File: config.mk
export PLATFORM = sky130hd
export DESIGN_NAME = demux_1to4_reg_flat
export DESIGN_NICKNAME = d
export VERILOG_FILES = /design/src/rtl/demux_1to4_reg_if.sv /design/src/rtl/demux_1to4_reg.sv /design/src/flat_wrapper.sv
export SDC_FILE = /design/constraint.sdc
export NUM_CORES = 1
export LEC_CHECK = 0
export ABC_AREA = 1
export CORE_ASPECT_RATIO = 1.1
export CORE_MARGIN = 1
export CORE_UTILIZATION = 55
export DETAILED_ROUTE_END_ITERATION = 10
export MAX_ROUTING_LAYER = met4
export PLACE_DENSITY = 0.95
export SYNTH_ARGS = -nofsm -noshare
export SYNTH_HDL_FRONTEND = slang
export SYNTH_SLANG_ARGS = --single-unit
File: constraint.sdc
create_clock -name clk -period 1.88 [get_ports clk]
set_input_delay 0.282 -clock clk [delete_from_list [all_inputs] [get_ports clk]]
set_output_delay 0.282 -clock clk [all_outputs]
set_load 0.005 [all_outputs]
File: src/rtl/demux_1to4_reg_if.sv
// Handshake bundle for the registered 1-to-4 demultiplexer.
// The master side drives words and consumer readies; the slave side is the demux itself.
interface demux_1to4_reg_if #(
  parameter int W = 4
);
  logic         in_valid;
  logic         in_ready;
  logic [1:0]   in_sel;
  logic [W-1:0] in_data;
  logic [3:0]   out_valid;
  logic [3:0]   out_ready;
  logic [W-1:0] out_a;
  logic [W-1:0] out_b;
  logic [W-1:0] out_c;
  logic [W-1:0] out_d;

  modport master (
    output in_valid, in_sel, in_data, out_ready,
    input  in_ready, out_valid, out_a, out_b, out_c, out_d
  );

  modport slave (
    input  in_valid, in_sel, in_data, out_ready,
    output in_ready, out_valid, out_a, out_b, out_c, out_d
  );
endinterface

File: src/rtl/demux_1to4_reg.sv
// Registered 1-to-4 demultiplexer: one holding register per output channel,
// valid/ready on every port and a wrapping accepted-word counter per channel.
module demux_1to4_reg #(
  parameter int W     = 4,
  parameter int CNT_W = 8
) (
  input  logic                 clk,
  input  logic                 rstn,
  demux_1to4_reg_if.slave      bus,
  input  logic                 cnt_clr,
  output logic [4*CNT_W-1:0]   cnt
);

  logic [3:0]       r_full;
  logic [W-1:0]     r_data [4];
  logic [CNT_W-1:0] r_cnt  [4];

  logic             w_in_ready;
  logic             w_acc;
  logic [3:0]       w_push;
  logic [3:0]       w_pop;
  logic [4*CNT_W-1:0] w_cnt;

  // Accept decision: a full channel may still take a word when it drains this cycle.
  always_comb begin
    w_in_ready = 1'b0;
    w_acc      = 1'b0;
    w_push     = 4'b0000;
    w_pop      = r_full & bus.out_ready;
    w_in_ready = ~r_full[bus.in_sel] | bus.out_ready[bus.in_sel];
    w_acc      = bus.in_valid & w_in_ready;
    if (w_acc) begin
      w_push[bus.in_sel] = 1'b1;
    end else begin
      w_push = 4'b0000;
    end
  end

  // Holding registers and full flags; a push wins over a same-cycle pop.
  always_ff @(posedge clk or negedge rstn) begin
    if (!rstn) begin
      r_full <= 4'b0000;
      for (int i = 0; i < 4; i++) begin
        r_data[i] <= {W{1'b0}};
      end
    end else begin
      for (int i = 0; i < 4; i++) begin
        if (w_push[i]) begin
          r_data[i] <= bus.in_data;
          r_full[i] <= 1'b1;
        end else if (w_pop[i]) begin
          r_full[i] <= 1'b0;
        end
      end
    end
  end

  // Per-channel accepted-word counters; clear has priority over increment.
  always_ff @(posedge clk or negedge rstn) begin
    if (!rstn) begin
      for (int i = 0; i < 4; i++) begin
        r_cnt[i] <= {CNT_W{1'b0}};
      end
    end else if (cnt_clr) begin
      for (int i = 0; i < 4; i++) begin
        r_cnt[i] <= {CNT_W{1'b0}};
      end
    end else begin
      for (int i = 0; i < 4; i++) begin
        if (w_push[i]) begin
          r_cnt[i] <= r_cnt[i] + {{(CNT_W-1){1'b0}}, 1'b1};
        end
      end
    end
  end

  // Pack the counter slices, channel a in the low slice.
  always_comb begin
    w_cnt = {(4*CNT_W){1'b0}};
    for (int i = 0; i < 4; i++) begin
      w_cnt[i*CNT_W +: CNT_W] = r_cnt[i];
    end
  end

  assign bus.in_ready  = w_in_ready;
  assign bus.out_valid = r_full;
  assign bus.out_a     = r_data[0];
  assign bus.out_b     = r_data[1];
  assign bus.out_c     = r_data[2];
  assign bus.out_d     = r_data[3];
  assign cnt           = w_cnt;

endmodule

File: src/flat_wrapper.sv
// flat-port wrapper written by rule: the top's interface ports become plain ports
module demux_1to4_reg_flat 
#(
  parameter int W     = 4,
  parameter int CNT_W = 8
)
  (clk, rstn, cnt_clr, cnt, bus_in_valid, bus_in_sel, bus_in_data, bus_out_ready, bus_in_ready, bus_out_valid, bus_out_a, bus_out_b, bus_out_c, bus_out_d);
  demux_1to4_reg_if #(.W(W)) bus_i ();
  input  logic clk;
  input  logic rstn;
  input  logic cnt_clr;
  output logic [4*CNT_W-1:0] cnt;
  input wire logic [$bits(bus_i.in_valid)-1:0] bus_in_valid;
  input wire logic [$bits(bus_i.in_sel)-1:0] bus_in_sel;
  input wire logic [$bits(bus_i.in_data)-1:0] bus_in_data;
  input wire logic [$bits(bus_i.out_ready)-1:0] bus_out_ready;
  output wire logic [$bits(bus_i.in_ready)-1:0] bus_in_ready;
  output wire logic [$bits(bus_i.out_valid)-1:0] bus_out_valid;
  output wire logic [$bits(bus_i.out_a)-1:0] bus_out_a;
  output wire logic [$bits(bus_i.out_b)-1:0] bus_out_b;
  output wire logic [$bits(bus_i.out_c)-1:0] bus_out_c;
  output wire logic [$bits(bus_i.out_d)-1:0] bus_out_d;
  assign bus_i.in_valid = bus_in_valid;
  assign bus_i.in_sel = bus_in_sel;
  assign bus_i.in_data = bus_in_data;
  assign bus_i.out_ready = bus_out_ready;
  assign bus_in_ready = bus_i.in_ready;
  assign bus_out_valid = bus_i.out_valid;
  assign bus_out_a = bus_i.out_a;
  assign bus_out_b = bus_i.out_b;
  assign bus_out_c = bus_i.out_c;
  assign bus_out_d = bus_i.out_d;
  demux_1to4_reg #(.W(W), .CNT_W(CNT_W)) u_core (.clk(clk), .rstn(rstn), .bus(bus_i), .cnt_clr(cnt_clr), .cnt(cnt));
endmodule
== After elaboration in Yosys (flattened, before gate mapping) ==
Cells that the tools add are included.

* Output and inout bits: 53
* Word-level logic and storage cells: 51
* Input port bits: 14
* Memory bits (read-only): 0
* Memory bits (writable): 0
* Memories: 0
* Register bits: 52
* Latch bits: 0

* Shifts and indexed selects: 0
* Multipliers: 0
* Magnitude comparators: 2
* Div/mod/pow operators: 0
* Bitwise gates (word level): 4
* Muxes and demuxes: 20
* Equality and inequality tests: 0
* Reductions and logical operators: 9
* Add/subtract/negate cells: 4

{| class="wikitable"
|+ Operators with widths
! cell !! number
|-
| $add 8x1->8 const B || 4
|-
| $mux 32 || 1
|-
| $mux 8 || 4
|-
| $reduce_bool 2->1 || 8
|-
| $mux 1 || 11
|-
| $and 4x4->4 || 1
|-
| $bmux 1 s2 || 2
|-
| $mux 4 || 1
|-
| $lt 2x3->1 const B || 1
|-
| $demux 1 s2 || 1
|-
| $ge 2x1->1 const B || 1
|-
| $and 1x1->1 || 1
|-
| $logic_and 1x1->1 || 1
|-
| $not 1->1 || 1
|-
| $or 1x1->1 || 1
|}

== Depth between registers and ports, before layout ==
* Word-level depth: 8
* Gate-level depth with buffers: 11

== Worst setup path before layout ==
Ideal clock, no wire load.

* Kind: input to register
* Start point: input port bus_in_sel[0]
* End point: register u_core.r_cnt (netlist bit u_core.cnt[18])
* Stages: 10
* Arrival time: 1.240 ns
* Slack: 0.524 ns
* Buffers on the path: 2
* Path through: buf_6 > nor2_2 > nand2_1 > nand2_1 > nor2_2 > nand2_4 > nand3_4 > buf_12 > nand3_2 > nand2_1

* Longest elaborated chain between the ends: 7
* Elaborated cells on any way between the ends: 14
* Classes of those cells: 2 x order compare; 7 x mux; 3 x bitwise; 2 x reduce/logical

{| class="wikitable"
|+ Ends and longest elaborated chain
! element !! RTL line !! text
|-
| from (decl) || flat_wrapper.sv:14 || <nowiki>input wire logic [$bits(bus_i.in_sel)-1:0] bus_in_sel;</nowiki>
|-
| $bmux 1 s2 || demux_1to4_reg.sv:30 || <nowiki>w_in_ready = ~r_full[bus.in_sel] | bus.out_ready[bus.in_sel];</nowiki>
|-
| $mux 1 (implied by the code) || demux_1to4_reg.sv:30 ||
|-
| $not 1->1 || demux_1to4_reg.sv:30 ||
|-
| $or 1x1->1 (*) || demux_1to4_reg.sv:30 ||
|-
| net bus_in_ready || flat_wrapper.sv:17 || <nowiki>output wire logic [$bits(bus_i.in_ready)-1:0] bus_in_ready;</nowiki>
|-
| $and 1x1->1 (*) || demux_1to4_reg.sv:31 || <nowiki>w_acc = bus.in_valid & w_in_ready;</nowiki>
|-
| $mux 4 (*) || demux_1to4_reg.sv:32 || <nowiki>if (w_acc) begin</nowiki>
|-
| $reduce_bool 2->1 (no line) (*) || - ||
|-
| to (signal, indexed assignment) || demux_1to4_reg.sv:62 || <nowiki>r_cnt[i] <= {CNT_W{1'b0}};</nowiki>
|-
| to (signal, indexed assignment) || demux_1to4_reg.sv:66 || <nowiki>r_cnt[i] <= {CNT_W{1'b0}};</nowiki>
|-
| to (signal, indexed assignment) || demux_1to4_reg.sv:71 || <nowiki>r_cnt[i] <= r_cnt[i] + {{(CNT_W-1){1'b0}}, 1'b1};</nowiki>
|-
| to (decl) || demux_1to4_reg.sv:16 || <nowiki>logic [CNT_W-1:0] r_cnt [4];</nowiki>
|}

Mark *: on every way through the listed nets, which the timed path passes. The rest lies on a longest branch. The select of a mux whose other input is x is not followed.
A chain may end at the register's enable or synchronous reset.

== Worst setup path in the final report ==
* Start point: input port bus_out_ready[0]
* End point: output port bus_in_ready

* Longest elaborated chain between the ends: 3

{| class="wikitable"
|+ Ends and longest elaborated chain
! element !! RTL line !! text
|-
| from (decl) || flat_wrapper.sv:16 || <nowiki>input wire logic [$bits(bus_i.out_ready)-1:0] bus_out_ready;</nowiki>
|-
| $bmux 1 s2 || demux_1to4_reg.sv:30 ||
|-
| $mux 1 (implied by the code) || demux_1to4_reg.sv:30 ||
|-
| $or 1x1->1 || demux_1to4_reg.sv:30 ||
|-
| to (decl) || flat_wrapper.sv:17 ||
|}

Every way passes these cells. The select of a mux whose other input is x is not followed.

==> results.txt <==
The minimum period implied by the final worst setup slack is 1.84 ns. The remaining routing DRC violations is 0. The region available for standard cell placement spans 5130 um^2. The quantity of I/O buffers inserted on ports is 66. The cell count of the worst reg-to-reg path is 10. The overall die height came out at 79.4 um.

The initial DRC count came out at 215. The data arrival time at the worst-slack endpoint came out at 1.56 ns. Entering global routing, the biggest net connects 38 pins.

After detailed routing, no signal wire sits above met4. The combined area of the multi-input logic cells came out at 1480 um^2. The leakage dissipation came out at 1.90 nW. The sort of element at the end of the critical path is a primary output. The initial antenna violation count was 0.

The horizontal die dimension came out at 72.4 um. For this run, the post-layout net count is 462. Max-cap violations in this run came to 0. The worst register-to-register path ends at u_core.bus.out_c[0]. The final wirelength came out at 7.37 mm.

The total number of yosys warnings is 0. The synthesized area per cell came out at 8.39 um^2. The register-to-register setup slack is 0.37 ns. The largest driver fanout on the critical path is 2. The final count of pins violating max slew came to 0. Counting every net in the synthesized netlist gives 375.

The total inserted antenna cells is 0. The power per cell area came out at 704 nW/um^2. The TritonCTS clock tree is built. The final worst-path cycle share came out at 97.9%. In the final routing, the length of wire on met1 measures 2.93 mm. The top-level port count is 67.

The number of placement rows is 27. The area growth from synthesis to layout is 32.8%. The worst hold path belongs to the class in2reg. Dividing the detail-routed wire length by the instance count gives 14.2 um. The netlist area before placement came out at 3000 um^2. The category of the critical setup timing path is in2out.

After clock tree synthesis, the clock-pin slew on the worst setup and hold paths is 0.10 ns. The total length of routed met2 wires came out at 3.92 mm. For hold timing, the worst endpoint is u_core.bus.out_valid[3].

In this run the tightest slew margin relative to its limit is 74.4%. Across the VDD grid, the largest voltage drop is 435 uV. The maximum number of buffers from clock root to sink is 2. The setup slack after layout is 0.0400 ns.

The synthesized netlist contains 28 unique library cells. The first-pass GRT wire length came out at 12.2 mm. The final count of hold timing violations was 0. Registers take 1300 um^2. Sequential cells were found to cover 43.4% of the synthesized design area. The number of clock sinks is 52. The share of final-layout standard cells stronger than drive strength 1 came out at 20.9%. In this run the remaining antenna-violating nets after routing total 0. The worst hold path depth is 2. Global routing consumed, over all layers together, 27.9% of the routing resources.

The required time of the critical path came out at 1.60 ns. The total of fill cells in the finished design is 344. At the pin with the least slew margin, the transition time is 0.383 ns.

The post-synthesis sequential element count came out at 52. The remaining global-route overflow is 0. The total chip power came out at 2.80 mW. Setup violations remaining at the end of the flow were counted as 0.

The startpoint of the worst hold path is bus_out_ready[3]. Once detailed placement completed, the half-perimeter wirelength came to 5.10 mm. The count of vias placed by the detailed router came out at 2711. The maximum clock skew at final layout came out at 0.00692 ns. The number of search-and-repair iterations in the first detailed-routing pass came out at 4. The starting utilization of the core area is 58.3%. The fmax is 543 MHz. The TritonCTS buffer count came out at 5. The cell sitting at the root of the clock tree is a clkbuf_8.

The worst setup path is launched from a primary input. The clock latency reported for the late side of the worst-skew pair is 0.31 ns. In this run the critical register-to-register path is launched from u_core.bus.out_valid[2]. The number of global-route vias before repair came out at 2719. The run finished with clean final reports. The via density per instance is 5.24. Detailed routing placed a total of 289 um of wire on met3. The post-synthesis instance total is 357. The overall die area is 5750 um^2.

The maximum level of the CTS H-tree came out at 2. At the placement stage, the worst setup path has a slack of -0.264 ns. At the end of routability-driven placement, the weighted congestion stood at 0.823.
==> final cells by class <==
cell class / count / share of cell area [%]
Inverter: 31 / 2.93
Clock buffer: 5 / 1.73
Multi-Input combinational cell: 262 / 37.2
Tap cell: 72 / 2.26
Clock inverter: 3 / 1.16
Timing Repair Buffer: 92 / 22.0
Sequential cell: 52 / 32.7
==> cells in the final DEF (no fill, tap or decap) <==
cell / count
clkdlybuf4s50_1: 61
dlymetal6s2s_1: 2
nand3_4: 4
inv_2: 2
nor2_2: 2
clkbuf_8: 5
nand3_2: 35
buf_12: 2
clkinvlp_4: 1
nor3b_1: 1
inv_1: 29
ha_1: 4
a31o_2: 1
nor2_1: 37
nand2_2: 6
o21ai_2: 5
nand2_1: 116
o21a_1: 1
nand4_1: 4
clkbuf_2: 2
o21ai_1: 15
nor3_1: 5
dlygate4sd3_1: 1
nand3_1: 9
inv_6: 1
buf_4: 23
bufinv_16: 1
buf_2: 1
dfrtp_1: 52
a21oi_1: 1
o21bai_1: 1
xor2_1: 10
nand2_4: 2
xnor2_1: 3
==> synthesized netlist by cell type <==
master,n,area [um^2]
a31o_2,1,8.76
o21ai_1,15,75.1
o21bai_1,1,7.51
nand3_2,32,320
buf_6,1,11.3
nor3b_1,1,7.51
o21a_1,1,7.51
o21ai_2,5,43.8
a21oi_1,1,5.00
ha_1,4,50.1
nand3_4,4,70.1
nand3_1,12,60.1
xnor2_1,3,26.3
inv_2,2,7.51
nor3_1,5,25.0
nand2_4,2,22.5
nand4_1,4,25.0
nor2_2,2,12.5
xor2_1,10,87.6
buf_4,3,22.5
dfrtp_1,52,1300
nand2_1,117,439
nand2_2,5,31.3
buf_12,1,20.0
inv_1,29,109
clkbuf_1,4,15.0
buf_8,3,45.0
nor2_1,37,139
==> critical path, cell delays in order <==
cell and delay, ns:
clkdlybuf4s50_1 0.50, nand2_1 0.09, nand2_2 0.09, nor2_2 0.05, nand2_4 0.05, clkdlybuf4s50_1 0.49
==> kinds of logic (layout without fill, tap and decap cells) <==
family / after synthesis / count (layout) / synth area share, %
xor gates and xnor gates: 13 / 13 / 3.80
adders and majority gates: 4 / 4 / 1.67
buffers and inverters: 43 / 131 / 7.69
AOI/OAI and AO/OA: 24 / 24 / 4.93
DFF: 52 / 52 / 43.4
and+or+nand+nor: 221 / 221 / 38.5
==> report_power, final <==
group	internal [mW]	total, mW	switching, mW
registers	1.23	1.33	0.105
clock network	0.401	0.791	0.390
logic	0.361	0.674	0.313
==> timing repair <==
action / in CTS / in global routing
hold buffers: 1 / 0
pin swaps: 0 / 1
setup endpoints to repair: 1 / 1
gates resized for setup: 5 / 7
hold endpoints to repair: 4 / 0
buffers inserted: 0 / 4
==> metal layers <==
metal	track usage [%]	vias up
li1	-	1301
met1	30.8	1312
met2	50.2	77
met3	3.66	21
met4	12.2	0
met5	-	-
==> through the flow <==
| stage | utilization, % | instance area, um^2 | hold slack, ns | TNS, ns | cells |
|---|---|---|---|---|---|
| after floorplan | - | 3000 | -0.0136 | 0 | 357 |
| after global placement | 74.2 | 3810 | 0.100 | -4.66 | 504 |
| after detailed placement | 74.2 | 3810 | 0.103 | -10.44 | 504 |
| after CTS | 76.8 | 3940 | 0.294 | 0 | 513 |
| after global routing | 77.5 | 3980 | 0.250 | -0.0251 | 517 |
| final | 77.5 | 3980 | 0.217 | 0 | 517 |
==> sequential cells by signal, indices dropped and copies added (netlist names) <==
name and count:
u_core.cnt 32, u_core.bus.out_a 4, u_core.bus.out_valid 4, u_core.bus.out_c 4
u_core.bus.out_b 4, u_core.bus.out_d 4
==> how the worst max path moves through the flow <==
| stage | from | to | slack (ns) | depth (start not counted) |
|---|---|---|---|---|
| after floorplan | bus_in_sel[0] | u_core.cnt[18] | 0.52 | 10 |
| after global placement | bus_in_sel[0] | bus_in_ready | -0.16 | 7 |
| after detailed placement | bus_in_sel[0] | u_core.bus.out_b[0] | -0.26 | 11 |
| after CTS | bus_out_ready[3] | bus_in_ready | 0.007 | 6 |
| after global routing | u_core.bus.out_valid[2] | bus_in_ready | -0.03 | 6 |
| final | bus_out_ready[0] | bus_in_ready | 0.04 | 6 |
(Power assumes the default switching activity.)
